## src/rtl/shift_register_sequencer.sv

```systemverilog
// Command-driven controller for a 74194-style 4-bit universal shift register.
// Define SHIFT_SEQ_ROTATE_EN to make op 11 a rotate-right (MSB_in fed live from A_par[0]).
module shift_register_sequencer #(
  parameter int unsigned WIDTH = 4,
  parameter int unsigned CNT_W = 3
) (
  input  logic             CLK,
  input  logic             Clear_b,
  input  logic             cmd_valid,
  output logic             cmd_ready,
  input  logic [1:0]       cmd_op,
  input  logic [CNT_W-1:0] cmd_count,
  input  logic [WIDTH-1:0] cmd_data,
  input  logic             cmd_serial,
  input  logic [WIDTH-1:0] A_par,
  output logic [WIDTH-1:0] I_par,
  output logic             s1,
  output logic             s0,
  output logic             MSB_in,
  output logic             LSB_in,
  output logic             busy,
  output logic             done
);

  localparam logic [1:0] OP_LOAD = 2'b00;
  localparam logic [1:0] OP_SHR  = 2'b01;
  localparam logic [1:0] OP_SHL  = 2'b10;
  localparam logic [1:0] OP_ROR  = 2'b11;

  typedef enum logic [1:0] {
    ST_IDLE  = 2'd0,
    ST_LOAD  = 2'd1,
    ST_SHIFT = 2'd2,
    ST_DONE  = 2'd3
  } state_t;

  state_t             state;
  state_t             state_next;
  logic [1:0]         op_q;
  logic [CNT_W-1:0]   remaining;
  logic [WIDTH-1:0]   data_q;
  logic               serial_q;
  logic               accept_c;

  // Only A_par[0] is consumed (and only by rotate); the rest is intentionally ignored.
  logic               a_par_unused;
  assign a_par_unused = ^A_par;

  assign accept_c = cmd_valid && (state == ST_IDLE);

  // State register
  always_ff @(posedge CLK or negedge Clear_b) begin
    if (!Clear_b) begin
      state <= ST_IDLE;
    end else begin
      state <= state_next;
    end
  end

  // Command latch and shift countdown
  always_ff @(posedge CLK or negedge Clear_b) begin
    if (!Clear_b) begin
      op_q      <= '0;
      remaining <= '0;
      data_q    <= '0;
      serial_q  <= 1'b0;
    end else if (accept_c) begin
      op_q      <= cmd_op;
      remaining <= cmd_count;
      data_q    <= cmd_data;
      serial_q  <= cmd_serial;
    end else if (state == ST_SHIFT) begin
      remaining <= remaining - CNT_W'(1);
    end
  end

  // Next-state logic
  always_comb begin
    state_next = state;
    case (state)
      ST_IDLE: begin
        if (accept_c) begin
          case (cmd_op)
            OP_LOAD: state_next = ST_LOAD;
            OP_SHR,
            OP_SHL:  state_next = (cmd_count != '0) ? ST_SHIFT : ST_DONE;
            OP_ROR: begin
`ifdef SHIFT_SEQ_ROTATE_EN
              state_next = (cmd_count != '0) ? ST_SHIFT : ST_DONE;
`else
              state_next = ST_DONE;
`endif
            end
            default: state_next = ST_DONE;
          endcase
        end
      end
      ST_LOAD:  state_next = ST_DONE;
      ST_SHIFT: begin
        if (remaining == CNT_W'(1)) begin
          state_next = ST_DONE;
        end
      end
      ST_DONE:  state_next = ST_IDLE;
      default:  state_next = ST_IDLE;
    endcase
  end

  // Output decode from registered state and latched command fields
  always_comb begin
    s1        = 1'b0;
    s0        = 1'b0;
    I_par     = '0;
    MSB_in    = 1'b0;
    LSB_in    = 1'b0;
    busy      = 1'b1;
    done      = 1'b0;
    cmd_ready = 1'b0;
    case (state)
      ST_IDLE: begin
        busy      = 1'b0;
        cmd_ready = 1'b1;
      end
      ST_LOAD: begin
        s1    = 1'b1;
        s0    = 1'b1;
        I_par = data_q;
      end
      ST_SHIFT: begin
        case (op_q)
          OP_SHR: begin
            s0     = 1'b1;
            MSB_in = serial_q;
          end
          OP_SHL: begin
            s1     = 1'b1;
            LSB_in = serial_q;
          end
`ifdef SHIFT_SEQ_ROTATE_EN
          OP_ROR: begin
            s0     = 1'b1;
            MSB_in = A_par[0];
          end
`endif
          default: begin
            s1 = 1'b0;
            s0 = 1'b0;
          end
        endcase
      end
      ST_DONE: begin
        done = 1'b1;
      end
      default: begin
        busy = 1'b1;
      end
    endcase
  end

endmodule

```

## config.mk

```make
export PLATFORM = sky130hd
export DESIGN_NAME = shift_register_sequencer
export DESIGN_NICKNAME = d
export VERILOG_FILES = /design/src/rtl/shift_register_sequencer.sv
export SDC_FILE = /design/constraint.sdc
export NUM_CORES = 1
export LEC_CHECK = 0
export BUFFER_PORTS_ARGS = -buffer_cell sky130_fd_sc_hd__buf_2
export CAP_MARGIN = 10
export CORE_MARGIN = 4
export CORE_UTILIZATION = 44
export CTS_BUF_LIST = sky130_fd_sc_hd__clkbuf_4 sky130_fd_sc_hd__clkbuf_8
export DETAILED_ROUTE_END_ITERATION = 10
export PLACE_DENSITY = 0.76
export SYNTH_ARGS = -nofsm -noshare
export SYNTH_HDL_FRONTEND = slang
export SYNTH_SLANG_ARGS = --single-unit
export TNS_END_PERCENT = 10
```

## constraint.sdc

```tcl
create_clock -name CLK -period 1.5 [get_ports CLK]
set_input_delay 0.15 -clock CLK [delete_from_list [all_inputs] [get_ports CLK]]
set_output_delay 0.15 -clock CLK [all_outputs]
set_load 0.05 [all_outputs]
```

# ---- Word-level counts from Yosys, hierarchy flattened
# Cells that the tools add are included.
# Widths: inputs -> output; s select.
dict set report word_totals {
  reg_bits 12
  inputBits 17
  output_inout_bits 11
  word_cells 43
}
dict set report classes {
  n_addsub 1
  eq_ne 11
  n_mux 19
  n_reduce_logical 7
}
# cell count
set ops {}
lappend ops {{$eq 2x2->1 const B} 5}
lappend ops {{$mux 1} 10}
lappend ops {{$pmux 2 s4} 1}
lappend ops {{$eq 2x1->1 const B} 3}
lappend ops {{$mux 3} 2}
lappend ops {{$pmux 2 s3} 1}
lappend ops {{$logic_not 2->1} 2}
lappend ops {{$mux 2} 2}
lappend ops {{$mux 4} 1}
lappend ops {{$pmux 1 s2} 2}
lappend ops {{$eq 3x1->1 const B} 1}
lappend ops {{$reduce_bool 3->1} 1}
lappend ops {{$sub 3x1->3 const B} 1}
lappend ops {{$ne 2x1->1 const B} 1}
lappend ops {{$ne 2x2->1 const B} 1}
lappend ops {{$reduce_and 2->1} 1}
lappend ops {{$reduce_bool 2->1} 1}
lappend ops {{$reduce_or 2->1} 1}
lappend ops {{$logic_and 1x1->1} 1}

# ---- Longest topological paths before layout
# Gate-level depths: netlist of run 1.
dict set report depth {
  word_depth 5
  depth_mapped 6
  depth_no_buf 5
}

# ---- Worst setup path after synthesis of run 1
# OpenSTA, ideal clock, no wires.
dict set report synth_timing {
  path_kind {register -> output}
  from {register state[0]}
  to {output port LSB_in}
  t_arrival_ns 1.968
  required_ns 1.350
  path_slack_ns -0.618
  stages_incl_launch_ff 6
  path_buffers 1
  path_cell_list {dfrtp_1 inv_1 ha_1 clkbuf_1 nand2_1 nor3_1}
}
dict set report synth_via {
  elab_chain_len 2
}
# element line
set synth_rtl {}
lappend synth_rtl {{start, declared} 37} ;# state_t state;
lappend synth_rtl {{start signal, assigned} 56} ;# state <= state_next;
lappend synth_rtl {{$eq 2x2->1} 119} ;# case (state)
lappend synth_rtl {{$mux 1} 119}
lappend synth_rtl {{end, declared} 20} ;# output logic LSB_in,
# Every way passes these cells.

# ---- Worst setup path in the final report of run 1
dict set report layout_timing {
  from {register state[0]}
  to {output port s1}
}
dict set report layout_via {
  elab_chain_len 2
  elab_cells_between_ends 3
  classes_between {eq/ne: 2; mux: 1}
}
# element line
set layout_rtl {}
lappend layout_rtl {{$eq 2x2->1 / $eq 2x1->1 (equally long branches)} 119}
lappend layout_rtl {{$pmux 1 s2 *} 119}
lappend layout_rtl {{end, declared} 17} ;# output logic s1,
# Every way passes the cells marked *; elsewhere a longest branch is shown, timed or not.

==> out/summary.json, run 1 <==
{
  "yosys": {
    "ys_ff_latch": 12,
    "synthesis.instances": 71,
    "synth_top_area_share_pct": 42.4,
    "count_of_different_cell_masters_after_synthesis": 19,
    "postSynth.topFlopCell": "sky130_fd_sc_hd__dfrtp_1",
    "synth_sequential_area_ratio_pct": 42.4,
    "post_synth.cell_area_avg_um2": 9.97,
    "synth_enable_flop_cells": 0,
    "post_synth_instance_area_um2": 708,
    "post-synth-top-area-cell": "sky130_fd_sc_hd__dfrtp_1",
    "synth_area_leaders": "sky130_fd_sc_hd__dfrtp_1 (42%), sky130_fd_sc_hd__ha_1 (14%), sky130_fd_sc_hd__mux2_2 (9.5%)",
    "postSynthNetCount": 96,
    "yosysWarningCount": 0,
    "synth_async_sr_flop_share_pct": 100
  },
  "setup_path": {
    "timing.critical_path.slowest_stage_cell": "sky130_fd_sc_hd__dfrtp_1",
    "start_kind": "register",
    "critical_path_arrival_ns": 1.43,
    "critical_path_peak_fanout": 6,
    "cp_num_buf_inv": 2,
    "cp_cell_sequence": "buf_4 -> ha_4 -> a31oi_2 -> nor2b_2 -> buf_6",
    "timing.setup.critical_path_class": "reg2out",
    "worst_setup_path_end_kind": "output pin",
    "path_delay_family": "flip-flops",
    "critical-path-max-stage-delay_ns": 0.40,
    "required_ns": 1.35
  },
  "sta": {
    "post-route-period-util_pct": 106,
    "timing_max_transition_violations_final": 0,
    "timing.final.setup_violations": 4,
    "timing_worst_slew_pin_value_ns": 0.280,
    "final_hold_viol_count": 0,
    "final.setup_skew_ns": 0.00362,
    "post-route-min-period_ns": 1.58,
    "grt_setup_unrepaired": "yes",
    "timing.hold.ws_ns": 0.108,
    "slew_headroom_pct": 81.3,
    "timing.final.ws_setup_ns": -0.0826,
    "tns_ns": -0.206,
    "maxClockFrequency_ghz": 0.632
  },
  "clock_tree": {
    "max-clock-path-buffers": 2,
    "cts.reportedPaths.clkPinSlew_ns": 0.08,
    "cts_num_sinks": 12,
    "ctsHtreeMaxLevel": 1,
    "tritoncts.num_buffers": 3,
    "clock_tree_from_tritoncts": "built",
    "worstSkewPairLatency_ns": 0.27,
    "clock-root-buffer": "sky130_fd_sc_hd__clkbuf_4"
  },
  "floorplanning": {
    "fp.dieW_um": 48.1,
    "area_enclosed_by_the_die_boundary_um2": 2320,
    "site_row_count": 14,
    "core_area_um2": 1510,
    "floorplan.io_pins": 28,
    "initial_utilization_pct": 47.0,
    "vertical_die_dimension_um": 48.1
  },
  "pwr": {
    "cellInternalPower_mw": 1.37,
    "design_power_total_mw": 2.62,
    "power.static_leakage_nw": 0.507,
    "power_frac_clock_pct": 9.9,
    "power_switching_mw": 1.25,
    "power-per-cell-area_nw_per_um2": 2450,
    "vdd.ir_drop.worst_uv": 1170,
    "seq_power_share_pct": 24.3,
    "swShare_pct": 47.6,
    "combinationalPowerShare_pct": 65.8
  },
  "status": {
    "outcome": "finished, violations left",
    "violations": "negative setup slack"
  },
  "place": {
    "place_worst_setup_slack_ns": 0.0355,
    "numPortBuffers": 23,
    "place.detailed.hpwl_um": 1090,
    "place.gp.congestion": 0.782
  },
  "global_routing": {
    "grt_start_max_net_pins": 13,
    "gr-total-overflow": 0,
    "antenna_found_initial": 0,
    "grt_pass1_wl_um": 2480,
    "groute.usage.overall_pct": 15.3,
    "vias_in_the_first_global_route": 572
  },
  "cells_and_area": {
    "final_nets": 127,
    "post_route_cells_drive_above_1_share_pct": 52.5,
    "final_common_cell": "sky130_fd_sc_hd__buf_2",
    "antennaDiodeCount": 0,
    "n_fill_cell": 114,
    "areaGrowthSynthToFinish_pct": 51.1,
    "leading_cell_types_in_the_layout_fill_and_taps_excluded": "sky130_fd_sc_hd__buf_2 (15), sky130_fd_sc_hd__dfrtp_1 (11), sky130_fd_sc_hd__buf_6 (8), sky130_fd_sc_hd__inv_1 (6), sky130_fd_sc_hd__mux2_2 (6)",
    "final_core_util_pct": 71.0
  },
  "drt": {
    "vias": 582,
    "initial_drc_count": 6,
    "drtPass1Iterations": 2,
    "route.detailed.vias_per_inst": 4.97,
    "routedWlPerCell_um": 14.5,
    "antenna_violating_nets_post_route": 0,
    "detail_route.drc_violations": 0,
    "routed_wirelength_um": 1700
  },
  "flow_run": {
    "cap_violations": 0
  },
  "hold_path": {
    "holdCritPathClass": "in2reg"
  }
}
[synth_stat cells, types with 3 or more instances]
cell type and instances:
sky130_fd_sc_hd__nor2_1 5, sky130_fd_sc_hd__a31oi_1 3, sky130_fd_sc_hd__dfrtp_1 12, sky130_fd_sc_hd__and2_1 4, sky130_fd_sc_hd__mux2_2 6, sky130_fd_sc_hd__inv_1 9
sky130_fd_sc_hd__nand2_1 5, sky130_fd_sc_hd__a21oi_1 4, sky130_fd_sc_hd__ha_1 8
[metal layers]
| metal | vias to the layer above | wire length, um | part of all wire [%] | GRT usage, % |
|---|---|---|---|---|
| met4 | 0 | 0 | 0 | 3.23 |
| met1 | 275 | 673 | 40 | 21.1 |
| met3 | 0 | 49 | 2.9 | 2.21 |
| met5 | - | 0 | 0 | 0 |
| met2 | 10 | 973 | 57 | 25.6 |
| li1 | 297 | - | - | - |
[final cells by class]
cell class | instances | area, um^2 | area share [%]
Multi-Input combinational cell | 48 | 469 | 43.9
Tap cell | 16 | 20.0 | 1.87
Sequential cell | 12 | 302 | 28.2
Clock buffer | 4 | 36.3 | 3.39
Inverter | 9 | 37.5 | 3.51
Timing Repair Buffer | 28 | 205 | 19.2
[final timing paths]
path / from / end / slack, ns / cells past startpoint
min in group asynchronous: Clear_b / state[0] / 0.32 / 2
worst min register to register: data_q[2] / data_q[2] / 0.50 / 1
worst max-delay path: state[0] / s1 / -0.08 / 5
max in group asynchronous: Clear_b / state[1] / 0.94 / 2
worst max register to register: state[0] / remaining[1] / 0.09 / 5
worst min-delay path: cmd_serial / serial_q / 0.11 / 2
[stage by stage]
step | std cells | area [um^2]
floorplan | 71 | 758
global placement | 111 | 908
detailed placement | 111 | 908
CTS | 117 | 1040
global route | 117 | 1070
finish | 117 | 1070
[state kept, by name, indices dropped and copies added, names as in the netlist]
name,cells
remaining,3
serial_q,1
data_q,4
state,2
op_q,2
[power groups by stage]
stage               sequential, mW  clock, mW  combinational (mW)
floorplan                    0.595          0                1.16
global placement             0.605          0                1.41
detailed placement           0.615          0                1.43
CTS                          0.629      0.267                1.63
global route                 0.659      0.279                1.86
finish                       0.637      0.259                1.73
[what timing repair did]
item	4_1_cts	5_1_grt
pin swaps	0	1
hold buffers	1	0
gates resized for setup	21	6
endpoints found under the hold margin	12	0
endpoints found under the setup margin	8	12
setup buffers	1	0
[cells by family (layout without fill, tap and decap cells)]
family | after synthesis | count (layout) | share of synthesized area (%)
compound gates | 10 | 10 | 8.13
xor+xnor | 2 | 2 | 2.47
fa+ha+maj | 8 | 8 | 14.1
buf+inv | 11 | 41 | 5.83
flops | 12 | 12 | 42.4
mux | 8 | 8 | 12.7
simple gates | 20 | 20 | 14.3
No activity file was read; power rests on OpenSTA's default activity.
==> run 2: changes to the inputs <==
--- a/config.mk
+++ b/config.mk
@@ -8,10 +8,10 @@
 export BUFFER_PORTS_ARGS = -buffer_cell sky130_fd_sc_hd__buf_2
 export CAP_MARGIN = 10
 export CORE_MARGIN = 4
-export CORE_UTILIZATION = 44
+export CORE_UTILIZATION = 49
 export CTS_BUF_LIST = sky130_fd_sc_hd__clkbuf_4 sky130_fd_sc_hd__clkbuf_8
 export DETAILED_ROUTE_END_ITERATION = 10
-export PLACE_DENSITY = 0.76
+export PLACE_DENSITY = 0.81
 export SYNTH_ARGS = -nofsm -noshare
 export SYNTH_HDL_FRONTEND = slang
 export SYNTH_SLANG_ARGS = --single-unit
==> constraint.sdc (replaced) <==
create_clock -name CLK -period 1.7 [get_ports CLK]
set_input_delay 0.17 -clock CLK [delete_from_list [all_inputs] [get_ports CLK]]
set_output_delay 0.17 -clock CLK [all_outputs]
set_load 0.02 [all_outputs]
==> run 2 against run 1 <==
Against the previous run:
- the flow now finishes without violations
- non-clock buffer count is 3 lower
- die area is 8.6% lower
- global-route usage is 0.85 points higher
- via count is 2.2% lower
- sequential cell count stayed put
- sequential share of layout area is 4.6 points higher
- clock skew is 0.00094 ns higher
- final area is 15% lower
==> out/summary.json, run 2 (same netlist as run 1, synthesis figures left out) <==
{
  "setup_path": {
    "worst_setup_path_end_kind": "output pin",
    "critical_path_arrival": {"value": 1.41, "unit": "ns", "change": "-0.02 ns"},
    "regToRegSetupSlack": {"value": 0.18, "unit": "ns", "change": "+0.09 ns"},
    "cp_cell_sequence": "inv_2 -> ha_4 -> nand2_1 -> nor3_1 -> buf_2",
    "worstReg2RegStart": "state[1]",
    "start_kind": "register",
    "required": {"value": 1.53, "unit": "ns", "change": "+0.18 ns"},
    "timing.critical_path.slowest_stage_cell": "sky130_fd_sc_hd__dfrtp_1",
    "timing.setup.critical_path_class": "reg2out",
    "rr_endpoint": "state[0]",
    "ff2ff_path_depth": {"value": 5, "change": "unchanged"},
    "critical_path_peak_fanout": {"value": 7, "change": "+1"},
    "critical-path-max-stage-delay": {"value": 0.43, "unit": "ns", "change": "+0.03 ns"}
  },
  "global_routing": {
    "groute.usage.overall": {"value": 16.2, "unit": "%", "change": "+0.85 points"},
    "met1_track_demand_over_resource_in_global_routing": {"value": 18.8, "unit": "%", "change": "-2.3 points"},
    "grt_pass1_wl": {"value": 2380, "unit": "um", "change": "-4.2%"},
    "grt_start_max_net_pins": {"value": 13, "change": "unchanged"},
    "antenna_found_initial": {"value": 0, "change": "unchanged"},
    "vias_in_the_first_global_route": {"value": 546, "change": "-4.5%"},
    "grt_use_met3": {"value": 2.37, "unit": "%", "change": "+0.16 points"},
    "use_met2": {"value": 28.0, "unit": "%", "change": "+2.4 points"},
    "gr-total-overflow": {"value": 0, "change": "unchanged"},
    "grt-busiest-layer": "met2"
  },
  "sta": {
    "final.setup_skew": {"value": 0.00456, "unit": "ns", "change": "+0.000938 ns"},
    "timing_max_transition_violations_final": {"value": 0, "change": "unchanged"},
    "timing.final.setup_violations": {"value": 0, "change": "-4"},
    "timing.final.ws_setup": {"value": 0.118, "unit": "ns", "change": "+0.201 ns"},
    "tns": {"value": 0, "unit": "ns", "change": "+0.206 ns"},
    "post-route-min-period_ns": 1.58,
    "timing_worst_slew_pin_value": {"value": 0.273, "unit": "ns", "change": "-0.00723 ns"},
    "final_hold_viol_count": {"value": 0, "change": "unchanged"},
    "post-route-period-util_pct": 93.0,
    "slew_headroom": {"value": 81.8, "unit": "%", "change": "+0.48 points"},
    "timing.hold.ws": {"value": 0.112, "unit": "ns", "change": "+0.00442 ns"},
    "maxClockFrequency_ghz": 0.632,
    "grt_setup_unrepaired": "no"
  },
  "floorplanning": {
    "fp.dieW": {"value": 46.0, "unit": "um", "change": "-4.4%"},
    "site_row_count": {"value": 13, "change": "-1"},
    "core_area": {"value": 1330, "unit": "um^2", "change": "-11%"},
    "initial_utilization": {"value": 53.1, "unit": "%", "change": "+6.1 points"},
    "floorplan.io_pins": {"value": 28, "change": "unchanged"},
    "area_enclosed_by_the_die_boundary": {"value": 2120, "unit": "um^2", "change": "-8.6%"},
    "vertical_die_dimension": {"value": 46.0, "unit": "um", "change": "-4.4%"}
  },
  "place": {
    "place.detailed.hpwl": {"value": 1190, "unit": "um", "change": "+8.9%"},
    "place_area": {"value": 842, "unit": "um^2", "change": "-7.3%"},
    "place.detailed.instances": {"value": 108, "change": "-2.7%"},
    "place_worst_setup_slack": {"value": 0.134, "unit": "ns", "change": "+0.0982 ns"},
    "numPortBuffers": {"value": 23, "change": "unchanged"},
    "place.gp.congestion": {"value": 0.785, "change": "+0.31%"}
  },
  "cells_and_area": {
    "antennaDiodeCount": {"value": 0, "change": "unchanged"},
    "final_common_cell": "sky130_fd_sc_hd__buf_2",
    "top_register": "data_q",
    "final_cells": {"value": 113, "change": "-3.4%"},
    "leading_cell_types_in_the_layout_fill_and_taps_excluded": "sky130_fd_sc_hd__buf_2 (23), sky130_fd_sc_hd__dfrtp_1 (12), sky130_fd_sc_hd__inv_1 (8), sky130_fd_sc_hd__ha_1 (7), sky130_fd_sc_hd__mux2_2 (6)",
    "post-route-cell-area": {"value": 915, "unit": "um^2", "change": "-15%"},
    "final_nets": {"value": 124, "change": "-2.4%"},
    "n_fill_cell": {"value": 112, "change": "-1.8%"},
    "final_core_util": {"value": 68.6, "unit": "%", "change": "-2.4 points"},
    "areaGrowthSynthToFinish_pct": 29.2,
    "largest_registers": "data_q x4, remaining x3",
    "post_route_cells_drive_above_1_share": {"value": 39.8, "unit": "%", "change": "-13 points"},
    "largest_register_ffs": {"value": 4, "change": "unchanged"}
  },
  "drt": {
    "routed_wirelength": {"value": 1460, "unit": "um", "change": "-14%"},
    "vias": {"value": 569, "change": "-2.2%"},
    "antenna_violating_nets_post_route": {"value": 0, "change": "unchanged"},
    "detail_route.drc_violations": {"value": 0, "change": "unchanged"},
    "drtPass1Iterations": {"value": 2, "change": "unchanged"},
    "route.detailed.vias_per_inst": {"value": 5.04, "change": "+1.2%"},
    "initial_drc_count": {"value": 10, "change": "+4"},
    "routedWlPerCell": {"value": 12.9, "unit": "um", "change": "-11%"}
  },
  "flow_run": {
    "cap_violations": {"value": 0, "change": "unchanged"}
  },
  "clock_tree": {
    "worstSkewPairLatency": {"value": 0.28, "unit": "ns", "change": "about the same"},
    "clock-root-buffer": "sky130_fd_sc_hd__clkbuf_4",
    "cts.reportedPaths.clkPinSlew": {"value": 0.08, "unit": "ns", "change": "about the same"},
    "ctsHtreeMaxLevel": {"value": 1, "change": "unchanged"},
    "clock_tree_from_tritoncts": "built",
    "tritoncts.num_buffers": {"value": 3, "change": "unchanged"},
    "max-clock-path-buffers": {"value": 2, "change": "unchanged"},
    "cts_num_sinks": {"value": 12, "change": "unchanged"}
  },
  "hold_path": {
    "holdPathEnd": "data_q[0]",
    "holdCritPathClass": "in2reg",
    "worst_hold_path_stage_count": {"value": 2, "change": "unchanged"},
    "hold_path_startpoint": "cmd_data[0]"
  },
  "status": {
    "outcome": "finished clean"
  },
  "pwr": {
    "power.static_leakage": {"value": 0.472, "unit": "nW", "change": "-6.9%"},
    "power-per-cell-area": {"value": 1860, "unit": "nW/um^2", "change": "-24%"},
    "vdd.ir_drop.worst": {"value": 816, "unit": "uV", "change": "-30%"},
    "design_power_total": {"value": 1.70, "unit": "mW", "change": "-35%"}
  }
}
[run 2: cell count changes in the layout (fill, tap and decap cells not counted), sizes merged]
| cell | change |
|---|---|
| clkinvlp | -1 |
| buf | -3 |
| inv | +1 |
[run 2: critical path: cells and delay by family, from the launching register on]
| family | cells | cell delay, ns |
|---|---|---|
| and+or+nand+nor | 2 | 0.21 |
| buffers and inverters | 2 | 0.29 |
| adders and majority gates | 1 | 0.19 |
| DFF | 1 | 0.43 |
[run 2: power breakdown]
group          leakage (nW)  internal [mW]  switching, mW  total (mW)
Sequential            0.141          0.435          0.107       0.542
Clock                0.0210          0.130          0.101       0.232
Combinational         0.310          0.428          0.503       0.931
[run 2: worst max-delay path by stage]
stage             start       end  slack [ns]  cells past startpoint
2_1_floorplan  state[0]  state[0]        0.05                      5
3_3_place_gp   state[0]  state[1]        0.20                      5
3_5_place_dp   state[0]  state[0]        0.13                      5
4_1_cts        state[0]    MSB_in        0.03                      5
5_1_grt        state[1]        s0        0.02                      5
6_report       state[0]    LSB_in        0.12                      5
[run 2: per-layer routing]
metal	wire [um]	vias to the layer above
li1	-	290
met1	585	263
met2	785	13
met3	54	3
met4	29	0
met5	0	-
[run 2: final cells by class]
class                      instances  area (um^2)  area share, %
multi-input combinational         48          393           43.0
sequential                        12          300           32.8
timing repair buffer              25          133           14.5
clock buffer                       4         36.3           3.97
inverter                           9         33.8           3.69
tap                               15         18.8           2.05
[run 2: what timing repair did]
action | 4_1_cts | 5_1_grt
setup endpoints to repair | 3 | 4
hold buffers | 1 | 0
resized for setup | 1 | 5
setup buffers | 0 | 0
hold endpoints to repair | 12 | 0
==> run 3: changes to the inputs <==
--- a/config.mk
+++ b/config.mk
@@ -12,6 +12,7 @@
 export CTS_BUF_LIST = sky130_fd_sc_hd__clkbuf_4 sky130_fd_sc_hd__clkbuf_8
 export DETAILED_ROUTE_END_ITERATION = 10
 export PLACE_DENSITY = 0.81
+export SETUP_SLACK_MARGIN = 0.4
 export SYNTH_ARGS = -nofsm -noshare
 export SYNTH_HDL_FRONTEND = slang
 export SYNTH_SLANG_ARGS = --single-unit
==> run 3 against run 2 <==
Against the previous run:
- final area grew 13%
- global-route usage is 0.15 points higher
- via count unchanged
- sequential share of layout area decreased by 3.7 points
- largest cell class unchanged
- fmax rose by 2.7%
- count of clock-buffer cells in the layout stayed put
- utilization is 8.9 points higher
- non-clock buffer count increased by 2
- sequential cell count unchanged
==> out/summary.json, run 3 (same netlist as run 1, synthesis figures left out) <==
{
  "sta": {
    "timing_worst_slew_pin_value": {"value": 0.260, "unit": "ns", "change": "-0.0126 ns"},
    "grt_setup_unrepaired": "yes",
    "timing_max_transition_violations_final": {"value": 0, "change": "unchanged"},
    "post-route-period-util": {"value": 90.6, "unit": "%", "change": "-2.5 points"},
    "final.setup_skew": {"value": 0.00449, "unit": "ns", "change": "-0.0000705 ns"},
    "tns": {"value": 0, "unit": "ns", "change": "unchanged"},
    "post-route-min-period": {"value": 1.54, "unit": "ns", "change": "-0.0419 ns"},
    "timing.final.setup_violations": {"value": 0, "change": "unchanged"},
    "timing.final.ws_setup": {"value": 0.160, "unit": "ns", "change": "+0.0419 ns"},
    "maxClockFrequency": {"value": 0.649, "unit": "GHz", "change": "+2.7%"},
    "timing.hold.ws": {"value": 0.134, "unit": "ns", "change": "+0.0217 ns"},
    "slew_headroom": {"value": 82.7, "unit": "%", "change": "+0.84 points"},
    "final_hold_viol_count": {"value": 0, "change": "unchanged"}
  },
  "setup_path": {
    "regToRegSetupSlack": {"value": 0.25, "unit": "ns", "change": "+0.07 ns"},
    "critical_path_peak_fanout": {"value": 4, "change": "-3"},
    "worstReg2RegStart": "state[0]",
    "start_kind": "register",
    "critical_path_arrival": {"value": 1.37, "unit": "ns", "change": "-0.04 ns"},
    "required": {"value": 1.53, "unit": "ns", "change": "about the same"},
    "worst_setup_path_end_kind": "output pin",
    "timing.setup.critical_path_class": "reg2out",
    "critPathLaunch": "state[0]"
  },
  "global_routing": {
    "gr-total-overflow": {"value": 0, "change": "unchanged"},
    "grt_start_max_net_pins": {"value": 13, "change": "unchanged"},
    "antenna_found_initial": {"value": 0, "change": "unchanged"},
    "grt_pass1_wl": {"value": 2420, "unit": "um", "change": "+1.5%"},
    "groute.usage.overall": {"value": 16.3, "unit": "%", "change": "+0.15 points"},
    "vias_in_the_first_global_route": {"value": 563, "change": "+3.1%"}
  },
  "cells_and_area": {
    "final_core_util": {"value": 77.5, "unit": "%", "change": "+8.9 points"},
    "leading_cell_types_in_the_layout_fill_and_taps_excluded": "sky130_fd_sc_hd__buf_2 (19), sky130_fd_sc_hd__dfrtp_1 (11), sky130_fd_sc_hd__inv_1 (6), sky130_fd_sc_hd__mux2_2 (6)",
    "top_register": "data_q",
    "final_nets": {"value": 126, "change": "+1.6%"},
    "final_cells": {"value": 115, "change": "+1.8%"},
    "n_fill_cell": {"value": 89, "change": "-21%"},
    "areaGrowthSynthToFinish_pct": 45.9,
    "largest_register_ffs": {"value": 4, "change": "unchanged"},
    "largest_registers": "data_q x4, remaining x3",
    "antennaDiodeCount": {"value": 0, "change": "unchanged"},
    "final_common_cell": "sky130_fd_sc_hd__buf_2",
    "post_route_cells_drive_above_1_share": {"value": 52.0, "unit": "%", "change": "+12 points"},
    "post-route-cell-area": {"value": 1030, "unit": "um^2", "change": "+13%"}
  },
  "pwr": {
    "swShare": {"value": 42.1, "unit": "%", "change": "+0.32 points"},
    "power.static_leakage": {"value": 0.500, "unit": "nW", "change": "+6.0%"},
    "vdd.ir_drop.worst": {"value": 1000, "unit": "uV", "change": "+23%"},
    "combinationalPowerShare": {"value": 59.8, "unit": "%", "change": "+5.2 points"},
    "design_power_total": {"value": 1.98, "unit": "mW", "change": "+16%"},
    "seq_power_share": {"value": 28.9, "unit": "%", "change": "-2.9 points"},
    "cellInternalPower": {"value": 1.15, "unit": "mW", "change": "+15%"},
    "power-per-cell-area": {"value": 1910, "unit": "nW/um^2", "change": "+2.7%"},
    "power_frac_clock": {"value": 11.3, "unit": "%", "change": "-2.3 points"},
    "power_switching": {"value": 0.832, "unit": "mW", "change": "+17%"}
  },
  "drt": {
    "drtPass1Iterations": {"value": 2, "change": "unchanged"},
    "vias": {"value": 569, "change": "unchanged"},
    "route.detailed.vias_per_inst": {"value": 4.95, "change": "-1.7%"},
    "routedWlPerCell": {"value": 12.8, "unit": "um", "change": "-0.93%"},
    "initial_drc_count": {"value": 5, "change": "-5"},
    "antenna_violating_nets_post_route": {"value": 0, "change": "unchanged"},
    "routed_wirelength": {"value": 1470, "unit": "um", "change": "+0.82%"},
    "detail_route.drc_violations": {"value": 0, "change": "unchanged"}
  },
  "floorplanning": {
    "fp.dieW": {"value": 46.0, "unit": "um", "change": "unchanged"},
    "core_area": {"value": 1330, "unit": "um^2", "change": "unchanged"},
    "site_row_count": {"value": 13, "change": "unchanged"},
    "initial_utilization": {"value": 53.1, "unit": "%", "change": "unchanged"},
    "area_enclosed_by_the_die_boundary": {"value": 2120, "unit": "um^2", "change": "unchanged"},
    "vertical_die_dimension": {"value": 46.0, "unit": "um", "change": "unchanged"},
    "floorplan.io_pins": {"value": 28, "change": "unchanged"}
  },
  "clock_tree": {
    "ctsHtreeMaxLevel": {"value": 1, "change": "unchanged"},
    "tritoncts.num_buffers": {"value": 3, "change": "unchanged"},
    "clock_tree_from_tritoncts": "built",
    "clock-root-buffer": "sky130_fd_sc_hd__clkbuf_4",
    "worstSkewPairLatency": {"value": 0.27, "unit": "ns", "change": "about the same"},
    "cts.reportedPaths.clkPinSlew": {"value": 0.08, "unit": "ns", "change": "about the same"},
    "cts_num_sinks": {"value": 12, "change": "unchanged"},
    "max-clock-path-buffers": {"value": 2, "change": "unchanged"}
  },
  "status": {
    "outcome": "finished clean"
  },
  "place": {
    "place_area": {"value": 893, "unit": "um^2", "change": "+6.1%"},
    "place.detailed.hpwl": {"value": 1100, "unit": "um", "change": "-7.7%"},
    "place.gp.congestion": {"value": 0.763, "change": "-2.7%"},
    "place_worst_setup_slack": {"value": 0.254, "unit": "ns", "change": "+0.121 ns"},
    "place.detailed.instances": {"value": 108, "change": "unchanged"},
    "numPortBuffers": {"value": 23, "change": "unchanged"}
  },
  "hold_path": {
    "hold_path_startpoint": "cmd_serial",
    "holdCritPathClass": "in2reg"
  },
  "flow_run": {
    "cap_violations": {"value": 0, "change": "unchanged"}
  }
}
## run 3: final cells by class
type / instances / area (um^2) / share of cell area [%]
sequential: 12 / 302 / 29.2
timing repair buffer: 27 / 169 / 16.3
multi-input combinational: 48 / 469 / 45.4
tap: 15 / 18.8 / 1.82
clock buffer: 4 / 36.3 / 3.51
inverter: 9 / 38.8 / 3.75
## run 3: what timing repair did
item | 4_1_cts | 5_1_grt
setup buffers | 2 | 0
pin swaps | 0 | 1
gates resized for setup | 10 | 8
hold buffers | 1 | 0
endpoints found under the hold margin | 12 | 0
endpoints found under the setup margin | 21 | 23
## run 3: path summary, 6_finish.rpt
path / end / cells after the start
max in group asynchronous: state[0] / 2
max reg2reg: state[1] / 5
min: serial_q / 2
min reg2reg: data_q[3] / 1
min in group asynchronous: remaining[2] / 2
max: s1 / 5
## run 3: routing by layer
metal / part of all wire (%) / vias up / GRT usage [%]
met4: 0 / 0 / 6.82
met2: 55 / 11 / 28.3
met5: 0 / - / 0
met1: 41 / 267 / 18.5
met3: 4.6 / 0 / 4.35
li1: - / 291 / -
## run 3: power groups by stage
stage | Sequential, mW | Clock (mW) | Combinational, mW
global placement | 0.539 | 0 | 0.967
finish | 0.572 | 0.224 | 1.18
floorplan | 0.525 | 0 | 0.805
CTS | 0.558 | 0.235 | 1.09
detailed placement | 0.547 | 0 | 0.999
global route | 0.596 | 0.244 | 1.30
## run 3: critical path, cell delays in order, from the launching register on
cell                      delay (ns)
sky130_fd_sc_hd__dfrtp_2        0.46
sky130_fd_sc_hd__inv_4          0.10
sky130_fd_sc_hd__ha_4           0.18
sky130_fd_sc_hd__a31oi_4        0.09
sky130_fd_sc_hd__nor2b_2        0.14
sky130_fd_sc_hd__buf_6          0.13
